--- config.mk ---
export PLATFORM = sky130hd
export DESIGN_NAME = uart_tx_fifo
export DESIGN_NICKNAME = d
export VERILOG_FILES = /design/src/rtl/uart_tx_fifo.sv
export SDC_FILE = /design/constraint.sdc
export NUM_CORES = 1
export LEC_CHECK = 0
export BUFFER_PORTS_ARGS = -buffer_cell sky130_fd_sc_hd__buf_4
export CORE_ASPECT_RATIO = 1.75
export CORE_UTILIZATION = 62
export CTS_BUF_LIST = sky130_fd_sc_hd__clkbuf_8 sky130_fd_sc_hd__clkbuf_16
export CTS_CLUSTER_DIAMETER = 60
export DETAILED_ROUTE_END_ITERATION = 12
export HOLD_SLACK_MARGIN = 0.05
export PLACE_DENSITY = 0.77
export SYNTH_ARGS = -nofsm -noshare
export SYNTH_HDL_FRONTEND = slang
export SYNTH_SLANG_ARGS = --single-unit
--- constraint.sdc ---
create_clock -name clk -period 3.2 [get_ports clk]
set_input_delay 0.64 -clock clk [delete_from_list [all_inputs] [get_ports clk]]
set_output_delay 0.64 -clock clk [all_outputs]
set_load 0.05 [all_outputs]
--- src/rtl/uart_tx_fifo.sv ---
// uart_tx_fifo: buffered 8N1 UART transmitter.
//   Bytes accepted on a valid/ready port are queued in a FIFO and sent
//   LSB-first with one start and one stop bit. A new frame starts directly
//   after the previous stop bit when data is waiting and ena is high.
// Ports:
//   clk         chip clock, all state on rising edge
//   rst_n       asynchronous active-low reset
//   ena         allows new frames to start (sampled at frame-start decisions)
//   tx_data     byte to enqueue
//   tx_valid    tx_data valid this cycle
//   tx_ready    FIFO not full; push = tx_valid & tx_ready
//   uart_tx     registered serial line, idle high
//   busy        frame in progress
//   fifo_count  bytes queued, excluding the byte being shifted
//   overflow    sticky, tx_valid seen while tx_ready was low
module uart_tx_fifo #(
  parameter int CLKS_PER_BIT = 87,
  parameter int FIFO_DEPTH   = 16
) (
  input  logic                          clk,
  input  logic                          rst_n,
  input  logic                          ena,
  input  logic [7:0]                    tx_data,
  input  logic                          tx_valid,
  output logic                          tx_ready,
  output logic                          uart_tx,
  output logic                          busy,
  output logic [$clog2(FIFO_DEPTH):0]   fifo_count,
  output logic                          overflow
);

  localparam int AW = $clog2(FIFO_DEPTH);
  localparam int CW = (CLKS_PER_BIT > 2) ? $clog2(CLKS_PER_BIT) : 1;
  localparam logic [AW:0]   DEPTH_C  = (AW+1)'(FIFO_DEPTH);
  localparam logic [AW:0]   COUNT_1  = (AW+1)'(1);
  localparam logic [AW-1:0] PTR_1    = AW'(1);
  localparam logic [CW-1:0] CNT_LAST = CW'(CLKS_PER_BIT - 1);
  localparam logic [CW-1:0] CNT_1    = CW'(1);

  typedef enum logic [1:0] {IDLE, START, DATA, STOP} state_t;

  state_t          state, state_d;
  logic [CW-1:0]   bit_cnt, bit_cnt_d;
  logic [2:0]      bit_idx, bit_idx_d;
  logic [7:0]      shift, shift_d;
  logic            tx_d;
  logic            pop;
  logic            push;
  logic            last_bit;

  logic [7:0]      mem [FIFO_DEPTH];
  logic [AW-1:0]   wr_ptr, rd_ptr;

  assign tx_ready = (fifo_count != DEPTH_C);
  assign push     = tx_valid & tx_ready;
  assign busy     = (state != IDLE);
  assign last_bit = (bit_cnt == CNT_LAST);

  // Storage has no reset; validity is tracked entirely by the pointers/count.
  always_ff @(posedge clk) begin
    if (push) mem[wr_ptr] <= tx_data;
  end

  always_ff @(posedge clk or negedge rst_n) begin
    if (!rst_n) begin
      wr_ptr     <= '0;
      rd_ptr     <= '0;
      fifo_count <= '0;
      overflow   <= 1'b0;
    end else begin
      if (push) wr_ptr <= wr_ptr + PTR_1;
      if (pop)  rd_ptr <= rd_ptr + PTR_1;
      case ({push, pop})
        2'b10:   fifo_count <= fifo_count + COUNT_1;
        2'b01:   fifo_count <= fifo_count - COUNT_1;
        default: fifo_count <= fifo_count;
      endcase
      if (tx_valid && !tx_ready) overflow <= 1'b1;
    end
  end

  always_ff @(posedge clk or negedge rst_n) begin
    if (!rst_n) begin
      state   <= IDLE;
      bit_cnt <= '0;
      bit_idx <= '0;
      shift   <= '0;
      uart_tx <= 1'b1;
    end else begin
      state   <= state_d;
      bit_cnt <= bit_cnt_d;
      bit_idx <= bit_idx_d;
      shift   <= shift_d;
      uart_tx <= tx_d;
    end
  end

  // tx_d is the line level for the cycle following this edge, so the
  // registered uart_tx always matches the state it was loaded with.
  always_comb begin
    state_d   = state;
    bit_cnt_d = bit_cnt;
    bit_idx_d = bit_idx;
    shift_d   = shift;
    tx_d      = uart_tx;
    pop       = 1'b0;
    case (state)
      IDLE: begin
        tx_d = 1'b1;
        if (ena && fifo_count != '0) begin
          pop       = 1'b1;
          shift_d   = mem[rd_ptr];
          state_d   = START;
          bit_cnt_d = '0;
          tx_d      = 1'b0;
        end
      end
      START: begin
        if (last_bit) begin
          state_d   = DATA;
          bit_cnt_d = '0;
          bit_idx_d = '0;
          tx_d      = shift[0];
        end else begin
          bit_cnt_d = bit_cnt + CNT_1;
        end
      end
      DATA: begin
        if (last_bit) begin
          bit_cnt_d = '0;
          if (bit_idx == 3'd7) begin
            state_d = STOP;
            tx_d    = 1'b1;
          end else begin
            shift_d   = {1'b0, shift[7:1]};
            bit_idx_d = bit_idx + 3'd1;
            tx_d      = shift[1];
          end
        end else begin
          bit_cnt_d = bit_cnt + CNT_1;
        end
      end
      STOP: begin
        if (last_bit) begin
          bit_cnt_d = '0;
          if (ena && fifo_count != '0) begin
            // back-to-back frame: no idle cycle after the stop bit
            pop     = 1'b1;
            shift_d = mem[rd_ptr];
            state_d = START;
            tx_d    = 1'b0;
          end else begin
            state_d = IDLE;
            tx_d    = 1'b1;
          end
        end else begin
          bit_cnt_d = bit_cnt + CNT_1;
        end
      end
      default: begin
        state_d = IDLE;
        tx_d    = 1'b1;
      end
    endcase
  end

endmodule

# [After elaboration in Yosys (flattened, before gate mapping)]
# Memories as Yosys holds them, arrays and structs flattened.
# Cells that the tools add are included.
# Widths: inputs -> output; s select.
[op_classes] reduce_logical=14 bitwise=1 n_mux=31 addsub=6 n_eq_ne=14
[ops] operator="$mux 8" count=4
[ops] operator="$pmux 8 s3" count=1
[ops] operator="$mux 7" count=2
[ops] operator="$pmux 7 s2" count=1
[ops] operator="$ne 2x2->1 const B" count=6
[ops] operator="$mux 1" count=10
[ops] operator="$mux 2" count=5
[ops] operator="$pmux 5 s2" count=1
[ops] operator="$mux 3" count=3
[ops] operator="$add 4x1->4 const B" count=2
[ops] operator="$pmux 2 s4" count=1
[ops] operator="$reduce_and 4->1" count=2
[ops] operator="$add 7x1->7 const B" count=1
[ops] operator="$eq 7x7->1 const B" count=1
[ops] operator="$eq 2x2->1 const B" count=3
[ops] operator="$pmux 3 s2" count=1
[ops] operator="$reduce_bool 2->1" count=3
[ops] operator="$add 5x1->5 const B" count=1
[ops] operator="$ne 5x5->1 const B" count=1
[ops] operator="$reduce_and 5->1" count=1
[ops] operator="$reduce_bool 5->1" count=1
[ops] operator="$sub 5x1->5 const B" count=1
[ops] operator="$eq 2x1->1 const B" count=2
[ops] operator="$pmux 1 s4" count=1
[ops] operator="10 further kinds" count=11
[word_totals] memories=1 ramBits=128 regBits=35 in_bits=12
[mem_list] name="mem" depth=16 width=8 rd=1 rd_ports_with_merged_regs=0 wr=1 line_no="51" text="logic [7:0] mem [FIFO_DEPTH];"

# [Logic depth before layout (Yosys ltp)]
# Gate-level depths: netlist of run 1.
[logic_depth] ltp_word=7 mapped_depth=13

# [Least setup slack after synthesis of run 1]
# Ideal clock, no wire load.
[synth_path] path_kind="reg2reg" from="reg fifo_count[0]" to="reg fifo_count[4]" arrival_ns=3.158 path_stages_with_launch=14 path_buffers=1 t_required_ns=3.052 setup_slack_ns=-0.106 path_cell_list="dfrtp_1 > nor4_1 > nand2_1 > and2_1 > clkbuf_1 > inv_1 > ha_1 > inv_1 > fa_1 > nor2b_1 > o21ai_0 > and3_1 > nor3_1 > xor2_1"
[synth_via] elab_cells_between_ends=13
[synth_rtl] item="from (decl)" line_no="28" text="output logic [$clog2(FIFO_DEPTH):0] fifo_count,"
[synth_rtl] item="from (signal assigned)" line_no="74" text="2'b10: fifo_count <= fifo_count + COUNT_1;"
[synth_rtl] item="from (signal assigned)" line_no="75" text="2'b01: fifo_count <= fifo_count - COUNT_1;"
[synth_rtl] item="from (signal assigned)" line_no="76" text="default: fifo_count <= fifo_count;"
[synth_rtl] item="$ne 5x5->1 (*)" line_no="54" text="assign tx_ready = (fifo_count != DEPTH_C);"
[synth_rtl] item="named net tx_ready" line_no="25" text="output logic tx_ready,"
[synth_rtl] item="$and 1x1->1 (*)" line_no="55" text="assign push = tx_valid & tx_ready;"
[synth_rtl] item="$eq 2x1->1 / $eq 2x2->1 (equally long branches)" line_no="73" text="case ({push, pop})"
[synth_rtl] item="$pmux 5 s2 / $reduce_bool 2->1 (equally long branches)"
# Mark *: on every way through the listed nets, which the timed path passes. The rest lies on a longest branch.
# A chain may end at the register's enable or synchronous reset.

# [Final worst setup path of run 1]
[layout_path] from="reg bit_cnt[0]" to="reg fifo_count[4]"
[layout_via] elab_chain_len=5 elab_cells_between_ends=7
[layout_rtl] item="from (decl)" line_no="43" text="logic [CW-1:0] bit_cnt, bit_cnt_d;"
[layout_rtl] item="from (signal assigned)" line_no="91" text="bit_cnt <= bit_cnt_d;"
[layout_rtl] item="$eq 7x7->1 (*)" line_no="57" text="assign last_bit = (bit_cnt == CNT_LAST);"
[layout_rtl] item="$mux 1 (*)" line_no="144" text="if (last_bit) begin"
[layout_rtl] item="$pmux 1 s2 (*)" line_no="107" text="case (state)"
[layout_rtl] item="named net pop" line_no="47" text="logic pop;"
[layout_rtl] item="$eq 2x1->1 / $eq 2x2->1 (equally long branches)" line_no="73"
[layout_rtl] item="$pmux 5 s2 / $reduce_bool 2->1 (equally long branches)"
# Marks and branches as above.

==> results of run 1 <==
cell families (layout without fill, tap and decap cells):
family,after synthesis,count (layout),synth area share
AOI/OAI and AO/OA,73,73,0.0690
xor gates and xnor gates,10,10,0.0126
adders and majority gates,19,19,0.0354
buffers and inverters,32,85,0.0235
DFF,163,163,0.681
muxes,48,48,0.110
and+or+nand+nor,96,96,0.0677
flip-flops by register name, summed over array words and instances, names as in the netlist:
signal,count
wr_ptr,4
bit_idx,3
shift,8
overflow,1
bit_cnt,7
fifo_count,5
rd_ptr,4
mem,128
uart_tx,1
state,2
path summary, 6_finish.rpt:
path	to	startpoint	cells past startpoint
setup / recovery	fifo_count[4]$_DFFE_PN0P_	bit_cnt[0]$_DFFE_PN0N_	13
hold / removal	fifo_count[1]$_DFFE_PN0P_	rst_n	1
setup reg to reg	fifo_count[4]$_DFFE_PN0P_	bit_cnt[0]$_DFFE_PN0N_	13
hold reg to reg	overflow$_DFFE_PN0P_	overflow$_DFFE_PN0P_	1
max in group asynchronous	uart_tx$_DFFE_PN1P_	rst_n	1
min in group clk	overflow$_DFFE_PN0P_	overflow$_DFFE_PN0P_	1
through the flow:
| stage | power, mW | area [µm²] | setup WS, ps | std cells |
|---|---|---|---|---|
| floorplan | 3.11 | 6940 | 54.6 | 441 |
| global placement | 3.35 | 7290 | 72.4 | 591 |
| detailed placement | 3.38 | 7290 | -96.6 | 591 |
| CTS | 5.37 | 7900 | 135 | 623 |
| global route | 5.53 | 7930 | -7.04 | 624 |
| finish | 5.33 | 7930 | 132 | 624 |
power by group through the flow:
stage / combinational [mW] / clock [mW] / sequential [mW]
floorplan: 0.351 / 0 / 2.76
global placement: 0.687 / 0 / 2.66
detailed placement: 0.707 / 0 / 2.68
CTS: 0.712 / 2.03 / 2.63
global route: 0.775 / 2.10 / 2.66
finish: 0.711 / 1.99 / 2.63
synth_stat cells (all sizes together) (4+ instances only):
| cell | instances |
|---|---|
| edfxtp | 128 |
| dfrtp | 34 |
| nand2 | 27 |
| nor2 | 26 |
| mux2i | 25 |
| o21ai | 22 |
| mux4 | 21 |
| ha | 18 |
| inv | 14 |
| a22oi | 12 |
| a21oi | 9 |
| a31oi | 9 |
| buf | 9 |
| clkbuf | 9 |
| nor3 | 7 |
| or3 | 7 |
| nand2b | 6 |
| o22ai | 6 |
| xnor2 | 6 |
| nor2b | 4 |
| xor2 | 4 |
repair_timing:
action | CTS | global route
gates resized for setup | 1 | 3
endpoints found under the setup margin | 1 | 1
setup buffers | 0 | 1
pin swaps | 0 | 2
cell type report:
class | instances | area (µm²) | area share
sequential | 163 | 4720 | 0.596
multi-input combinational | 246 | 2080 | 0.262
clock buffer | 17 | 425 | 0.0537
timing repair buffer | 39 | 305 | 0.0385
clock inverter | 15 | 183 | 0.0230
tap | 130 | 163 | 0.0205
inverter | 14 | 52.6 | 0.00663
cells in the final DEF (no fill, tap or decap), types with 2 or more instances in the layout:
master | synthesis | layout
mux4_2 | 16 | 16
nor2_1 | 26 | 26
mux2_2 | 2 | 2
a31oi_1 | 9 | 9
or3_1 | 7 | 7
nand2b_1 | 6 | 6
o21ai_0 | 20 | 20
a22oi_1 | 12 | 12
nor2b_1 | 4 | 4
ha_1 | 18 | 17
o22ai_1 | 6 | 6
mux2i_1 | 25 | 25
clkbuf_16 | 0 | 17
xor2_1 | 4 | 4
a21oi_1 | 9 | 9
and2_1 | 3 | 3
dfrtp_1 | 34 | 33
nor3_1 | 7 | 6
o211ai_1 | 2 | 2
mux4_1 | 5 | 5
nand2_1 | 27 | 26
xnor2_1 | 6 | 6
inv_1 | 14 | 14
clkinv_8 | 0 | 5
nand3_1 | 2 | 2
or4_1 | 2 | 2
a21o_1 | 2 | 2
and3_1 | 3 | 3
inv_8 | 0 | 6
nand4_1 | 3 | 3
a32o_1 | 2 | 2
edfxtp_1 | 128 | 128
inv_6 | 0 | 2
buf_4 | 1 | 38
metal layers:
metal  up-vias  wire length (µm)  GRT usage
met5         -                 0          0
li1       1788                 -          -
met2       111              7360      0.440
met4         0               389      0.107
met1      2001              4810      0.271
met3        28               481     0.0598
worst max-delay path, cell delays in order (launching register included):
cell and delay [ps]:
dfrtp_1 410, inv_1 70, ha_1 160, and4b_1 290, a31oi_1 160, nor3_4 360, ha_4 210, inv_1 80
fa_1 410, nor2b_1 130, o21ai_0 120, and3_1 210, nor3_1 210, xor2_1 170
==> metrics.txt, run 1 <==
outcome completed; vias 3928; Reg2Reg Setup Slack 130 ps; Pre-antenna DRT Iters 5; CTS tree yes; Synth Area per Inst 15.7 µm²; flops & latches, synth 163; Hold Violations, Final 0; most area-consuming cells after synthesis edfxtp_1, dfrtp_1, mux4_2, mux2i_1, ha_1; Die X slightly above 80 µm; CTS root buf clkbuf_16; Yosys cell types 53; Relative slew margins 0.210; Worst Setup Path Type reg -> reg; Worst Hold Margin 145 ps; io pins 21; diode count 0; die area 11600 µm²; DRC Markers 0; Port Buffers 20; drt via density 6.29; switch share 0.284; die height between 100 and 150 µm; Max Cap Viol 0; Clock Skew 11.6 ps; peak supply drop 0.570 mV; ANT nets after route 0; CP arrival 3420 ps; Mapped Area 6930 µm²; Most used DFF post-synth edfxtp_1; Power Internal 3.82 mW; crit end category flop; Comb pwr share 0.133; initial antenna violation count 0; NetSw 1.52 mW; largest area contributor in the netlist edfxtp_1; clock tree sinks 163; Synth Warn # 0; share of cells above drive strength 1 0.198; GP Congestion 0.771; Leak Pwr roughly 2.8 nW; CTS Buffer Depth 2; final-layout fill cell count about 660; post-synthesis cell count about 440; Post-synth ARST share 0.215; CTS Buf Count 17; crit path max fanout 5; PwrDens 673 nW/µm²; area of the core between 10000 and 15000 µm²; fmax 326 MHz; setup TNS 0 ps; Flop pwr share 0.493; Post-synth EDFFs 128; critical path startpoint category flop; Layout Nets between 500 and 600; Post-CTS Hold Fix Bufs 0; global-route wire length before repair ~20 mm; number of global-route vias before repair 3898; Final period util 0.959; Avg WL per Cell 20.9 µm; H-tree depth 4; Area growth syn-to-layout 14.4%; worst hold path class in -> async; Clock Pin Slew Worst Setup and Hold Paths roughly 70 ps; dpl hpwl 8.92 mm; row count 50; clock latency on the worst-skew pair around 430 ps; Starting Density 0.644; fin crit period 3070 ps; Max Slew Vio Count 0; Worst Tran Pin Value 1170 ps; wirelength, routed approximately 13 mm; GRT Total Usage 0.247; Clock power frac 0.373; Detailed Route Iter0 Violations 230; Worst Path Required 3550 ps; largest net degree at the start of global routing 36; Seq/Total Area, Yosys 0.681; Layout Utilization 0.737; syn_nets 472; post-synth top area share 0.555; final setup violation count 0; total gr overflow 0
(Power assumes the default switching activity.)
==> run 2: changes to the inputs <==
--- a/config.mk
+++ b/config.mk
@@ -7,12 +7,12 @@
 export LEC_CHECK = 0
 export BUFFER_PORTS_ARGS = -buffer_cell sky130_fd_sc_hd__buf_4
 export CORE_ASPECT_RATIO = 1.75
-export CORE_UTILIZATION = 62
-export CTS_BUF_LIST = sky130_fd_sc_hd__clkbuf_8 sky130_fd_sc_hd__clkbuf_16
+export CORE_UTILIZATION = 64
+export CTS_BUF_LIST = sky130_fd_sc_hd__clkbuf_8
 export CTS_CLUSTER_DIAMETER = 60
 export DETAILED_ROUTE_END_ITERATION = 12
 export HOLD_SLACK_MARGIN = 0.05
-export PLACE_DENSITY = 0.77
+export PLACE_DENSITY = 0.8
 export SYNTH_ARGS = -nofsm -noshare
 export SYNTH_HDL_FRONTEND = slang
 export SYNTH_SLANG_ARGS = --single-unit
==> run 2 against run 1 <==
  * Total power fell by 10%
  * Clock skew fell by 1.0 ps
  * Routed wire length rose by 2.5%
  * Fmax rose by 1.1%
  * Worst setup slack improved by 34 ps
  * Critical path type unchanged
==> metrics.txt, run 2 (synthesis gave the netlist of run 1 again) <==
initial antenna violation count 0 (unchanged); clock latency on the worst-skew pair 460 ps (was 430 ps); Avg WL per Cell 21.6 µm (was 20.9 µm); Worst path slowest cell or4_1 (was dfrtp_1); multi-input logic area 2060 µm² (was 2080 µm²); Post-CTS Hold Fix Bufs 0 (unchanged); outcome completed (unchanged); Hold Violations, Final 0 (unchanged); pre-CTS WS 163 ps (was -96.6 ps); register area 4720 µm² (unchanged); setup TNS 0 ps (unchanged); Worst Path Required 3590 ps (was 3550 ps); critical path, cell by cell or4_1, o21ai_2, nor3_2, ha_2, ha_1, nor2b_1, o21ai_0, a21oi_1, nor3_1, xor2_1 (was inv_1, ha_1, and4b_1, a31oi_1, nor3_4, ha_4, inv_1, fa_1, nor2b_1, o21ai_0, and3_1, nor3_1, xor2_1); largest net degree at the start of global routing 36 (unchanged); clock tree sinks 163 (unchanged); fin cells 619 (was 624); max reg flops 128 (unchanged); Worst Tran Pin Value 1110 ps (was 1170 ps); PnR worst setup slack 167 ps (was 132 ps); Detailed Route Iter0 Violations 234 (was 230); Die X 80.7 µm (was 81.9 µm); PwrDens 624 nW/µm² (was 673 nW/µm²); CTS Buffer Depth 2 (unchanged); Reg2Reg Setup Slack 170 ps (was 130 ps); ANT nets after route 0 (unchanged); Max Cap Viol 0 (unchanged); Worst path top cell family by delay simple AND/OR/NAND/NOR gates (unchanged); Final period util 0.948 (was 0.959); die area 11300 µm² (was 11600 µm²); drt via density 6.32 (was 6.29); worst flop-to-flop path endpoint fifo_count[4]$_DFFE_PN0P_ (unchanged); Clock Skew 10.5 ps (was 11.6 ps); Relative slew margins 0.250 (was 0.210); Top reg by flops mem (unchanged); GRT Total Usage 0.264 (was 0.247); CTS root buf clkbuf_8 (was clkbuf_16); io pins 21 (unchanged); wirelength, routed 13.4 mm (was 13.0 mm); Layout Utilization 0.737 (about the same); area of the core 10400 µm² (was 10800 µm²); Worst Setup Path Type reg -> reg (unchanged); Crit. Startpoint fifo_count[0]$_DFFE_PN0P_ (was bit_cnt[0]$_DFFE_PN0N_); final-layout fill cell count 632 (was 657); fin crit period 3030 ps (was 3070 ps); die height 140 µm (was 142 µm); Max Slew Vio Count 0 (unchanged); Largest regs mem (128), shift (8), bit_cnt (7) (unchanged); total gr overflow 0 (unchanged); fmax 330 MHz (was 326 MHz); vias 3912 (was 3928); Inst Count DP 587 (was 591); crit end category flop (unchanged); commonest cells after routing, fill and taps aside edfxtp_1, buf_4, dfrtp_1 (unchanged); Starting Density 0.665 (was 0.644); RSZ-0062 raised after global routing false; H-tree depth 4 (unchanged); diode count 0 (unchanged); share of cells above drive strength 1 0.195 (was 0.198); global-route wire length before repair 21.0 mm (was 20.0 mm); worst hold path class in -> async (unchanged); dpl hpwl 9.04 mm (was 8.92 mm); CTS tree yes (unchanged); crit path max fanout 6 (was 5); Final Power 4.79 mW (was 5.33 mW); Leak Pwr 2.67 nW (was 2.78 nW); final setup violation count 0 (unchanged); DRC Markers 0 (unchanged); peak supply drop 0.550 mV (was 0.570 mV); Clock Pin Slew Worst Setup and Hold Paths 100 ps (was 70 ps); CP arrival 3420 ps (about the same); Pre-antenna DRT Iters 5 (unchanged); most common cell after layout, fill and taps aside edfxtp_1 (unchanged); GP Congestion 0.801 (was 0.771); Crit Reg-Reg Startpoint fifo_count[0]$_DFFE_PN0P_ (was bit_cnt[0]$_DFFE_PN0N_); FF-to-FF path depth 10 (was 13); Area growth syn-to-layout 10.9% (was 14.4%); CP bufs+invs 0 (was 2); CTS Buf Count 17 (unchanged); row count 49 (was 50); number of global-route vias before repair 4140 (was 3898); largest stage delay on the critical path 580 ps (was 410 ps); Layout Nets 510 (was 512); Port Buffers 20 (unchanged); critical path startpoint category flop (unchanged)
==> run 2: worst max-delay path by stage <==
stage	end	cells past startpoint	slack, ps
final	fifo_count[4]$_DFFE_PN0P_	10	170
after global routing	fifo_count[4]$_DFFE_PN0P_	10	40
after CTS	fifo_count[4]$_DFFE_PN0P_	10	110
after detailed placement	fifo_count[4]$_DFFE_PN0P_	10	160
after global placement	fifo_count[4]$_DFFE_PN0P_	10	400
after floorplan	fifo_count[4]$_DFFE_PN0P_	13	50
==> run 2: routing by layer <==
layer / wire (µm) / vias up / track usage
li1: - / 1787 / -
met1: 4840 / 1985 / 0.282
met2: 7670 / 111 / 0.490
met3: 449 / 29 / 0.0498
met4: 402 / 0 / 0.114
met5: 0 / - / 0
==> run 2: area by class of cell <==
cell class | instances | area share
Clock buffer | 17 | 0.0305
Multi-Input combinational cell | 246 | 0.268
Clock inverter | 15 | 0.0213
Sequential cell | 163 | 0.615
Tap cell | 127 | 0.0207
Timing Repair Buffer | 37 | 0.0378
Inverter | 14 | 0.00684
==> run 2: what timing repair did <==
item	4_1_cts	5_1_grt
endpoints found under the setup margin	0	1
gates resized for setup	0	2
buffers inserted	0	0
==> run 2: per-stage QoR <==
stage	instance area, µm²	hold WS, ps
after floorplan	6940	344
after global placement	7280	468
after detailed placement	7280	481
after CTS	7670	123
after global routing	7680	137
final	7680	110
==> run 2: power by group <==
| part | internal [mW] | leakage (nW) | switching (mW) | total [mW] |
|---|---|---|---|---|
| Sequential | 2.51 | 1.58 | 0.135 | 2.64 |
| Combinational | 0.240 | 0.894 | 0.464 | 0.704 |
| Clock | 0.588 | 0.199 | 0.856 | 1.44 |
==> run 2: worst reg2reg max path: stages (launching register included) <==
cell and delay (ps):
dfrtp_1 460, or4_1 580, o21ai_2 300, nor3_2 110, ha_2 230, ha_1 320
nor2b_1 160, o21ai_0 260, a21oi_1 130, nor3_1 250, xor2_1 170
==> run 3: changes to the inputs <==
--- a/config.mk
+++ b/config.mk
@@ -13,6 +13,7 @@
 export DETAILED_ROUTE_END_ITERATION = 12
 export HOLD_SLACK_MARGIN = 0.05
 export PLACE_DENSITY = 0.8
+export REMOVE_ABC_BUFFERS = 1
 export SYNTH_ARGS = -nofsm -noshare
 export SYNTH_HDL_FRONTEND = slang
 export SYNTH_SLANG_ARGS = --single-unit
==> run 3 against run 2 <==
  * Critical path depth stayed put
  * Worst setup slack better by 79 ps
  * Sequential power hardly changed
  * Largest cell class unchanged
  * Clock skew is 0.90 ps lower
  * Flip-flop and latch count stayed put
==> metrics.txt, run 3 (synthesis gave the netlist of run 1 again) <==
ANT nets after route 0 (unchanged); CTS Buf Count 17 (unchanged); Max Cap Viol 0 (unchanged); row count 49 (unchanged); Resize count post-CTS 1 (was 0); diode count 0 (unchanged); drt via density 6.17 (was 6.32); clock tree sinks 163 (unchanged); Post-CTS Hold Fix Bufs 0 (unchanged); H-tree depth 4 (unchanged); critical path startpoint category flop (unchanged); PwrDens 620 nW/µm² (was 624 nW/µm²); share of cells above drive strength 1 0.190 (was 0.195); Top reg by flops mem (unchanged); Largest regs mem (128), shift (8), bit_cnt (7) (unchanged); die height 140 µm (unchanged); setup TNS 0 ps (unchanged); outcome completed (unchanged); critical path, cell by cell or4_1, o21ai_4, nor3_4, ha_1, ha_1, nor2b_1, o21ai_0, a21oi_1, nor3_1, xor2_1 (was or4_1, o21ai_2, nor3_2, ha_2, ha_1, nor2b_1, o21ai_0, a21oi_1, nor3_1, xor2_1); fin crit period 2950 ps (was 3030 ps); Worst Setup Path Type reg -> reg (unchanged); Layout Nets 513 (was 510); Worst Hold Margin 136 ps (was 110 ps); CP arrival 3320 ps (was 3420 ps); Clock Pin Slew Worst Setup and Hold Paths 90 ps (was 100 ps); Avg WL per Cell 20.6 µm (was 21.6 µm); io pins 21 (unchanged); initial antenna violation count 0 (unchanged); Max Slew Vio Count 0 (unchanged); GP Congestion 0.775 (was 0.801); Relative slew margins 0.272 (was 0.250); GRT Total Usage 0.252 (was 0.264); Pre-antenna DRT Iters 6 (was 5); Final Power 4.77 mW (was 4.79 mW); global-route wire length before repair 20.2 mm (was 21.0 mm); crit end category flop (unchanged); vias 3836 (was 3912); fmax 339 MHz (was 330 MHz); Port Buffers 20 (unchanged); number of setup buffers added after CTS 0 (unchanged); Hold Violations, Final 0 (unchanged); Starting Density 0.665 (unchanged); final-layout fill cell count 625 (was 632); Leak Pwr 2.70 nW (was 2.67 nW); final setup violation count 0 (unchanged); Worst Tran Pin Value 1080 ps (was 1110 ps); dpl hpwl 9.11 mm (was 9.04 mm); RSZ-0062 raised after global routing false (unchanged); CTS Buffer Depth 2 (unchanged); worst hold path class in -> async (unchanged); Die X 80.7 µm (unchanged); Worst Path Required 3570 ps (was 3590 ps); Area growth syn-to-layout 11.0% (was 10.9%); Worst path slowest cell or4_1 (unchanged); CTS root buf clkbuf_8 (unchanged); commonest cells after routing, fill and taps aside edfxtp_1, buf_4, dfrtp_1 (unchanged); Clock Skew 9.62 ps (was 10.5 ps); clock latency on the worst-skew pair 440 ps (was 460 ps); peak supply drop 0.561 mV (was 0.550 mV); most used cell, CP ha_1; CTS tree yes (unchanged); crit path max fanout 6 (unchanged); number of global-route vias before repair 4062 (was 4140); die area 11300 µm² (unchanged); wirelength, routed 12.8 mm (was 13.4 mm); Layout Utilization 0.738 (was 0.737); area of the core 10400 µm² (unchanged); most common cell after layout, fill and taps aside edfxtp_1 (unchanged); largest net degree at the start of global routing 44 (was 36); Detailed Route Iter0 Violations 157 (was 234); total gr overflow 0 (unchanged); max reg flops 128 (unchanged); largest stage delay on the critical path 620 ps (was 580 ps); Final period util 0.923 (was 0.948); DRC Markers 0 (unchanged)
[run 3: worst paths after layout]
check / start / endpoint / slack [ps] / cells after the start
worst max-delay path: fifo_count[1]$_DFFE_PN0P_ / fifo_count[4]$_DFFE_PN0P_ / 250 / 10
worst min-delay path: rst_n / overflow$_DFFE_PN0P_ / 140 / 1
worst max register to register: fifo_count[1]$_DFFE_PN0P_ / fifo_count[4]$_DFFE_PN0P_ / 250 / 10
worst min register to register: overflow$_DFFE_PN0P_ / overflow$_DFFE_PN0P_ / 490 / 1
max in group asynchronous: rst_n / uart_tx$_DFFE_PN1P_ / 2710 / 1
min in group clk: tx_valid / overflow$_DFFE_PN0P_ / 450 / 2
[run 3: cell type report]
cell class / instances / area, µm² / share of cell area
sequential: 163 / 4720 / 0.614
multi-input combinational: 246 / 2060 / 0.268
timing repair buffer: 40 / 313 / 0.0407
clock buffer: 17 / 234 / 0.0304
tap: 127 / 159 / 0.0207
clock inverter: 15 / 149 / 0.0194
inverter: 14 / 52.6 / 0.00683
[run 3: routing by layer]
layer / up-vias / GRT usage / wire, µm
li1: 1792 / - / -
met1: 1914 / 0.272 / 4730
met2: 92 / 0.454 / 7270
met3: 38 / 0.0531 / 317
met4: 0 / 0.126 / 492
met5: - / 0 / 0
[run 3: per-stage QoR]
stage | cell area [µm²] | setup slack, ps | std cells
after floorplan | 6820 | -30.1 | 423
after global placement | 7290 | 121 | 590
after detailed placement | 7290 | -66.4 | 590
after CTS | 7680 | 171 | 622
after global routing | 7690 | 10.1 | 622
final | 7690 | 246 | 622
[run 3: where the power goes]
part | internal [mW] | switching, mW
Clock | 0.642 | 0.776
Sequential | 2.51 | 0.123
Combinational | 0.245 | 0.472
Total | 3.40 | 1.37
[run 3: worst max-delay path, delay by kind of cell, from the launching register on]
kind / cells / cell delay (ps)
AOI/OAI and AO/OA: 3 / 570
DFF: 1 / 450
and+or+nand+nor: 4 / 1100
xor gates and xnor gates: 1 / 160
adders and majority gates: 2 / 600
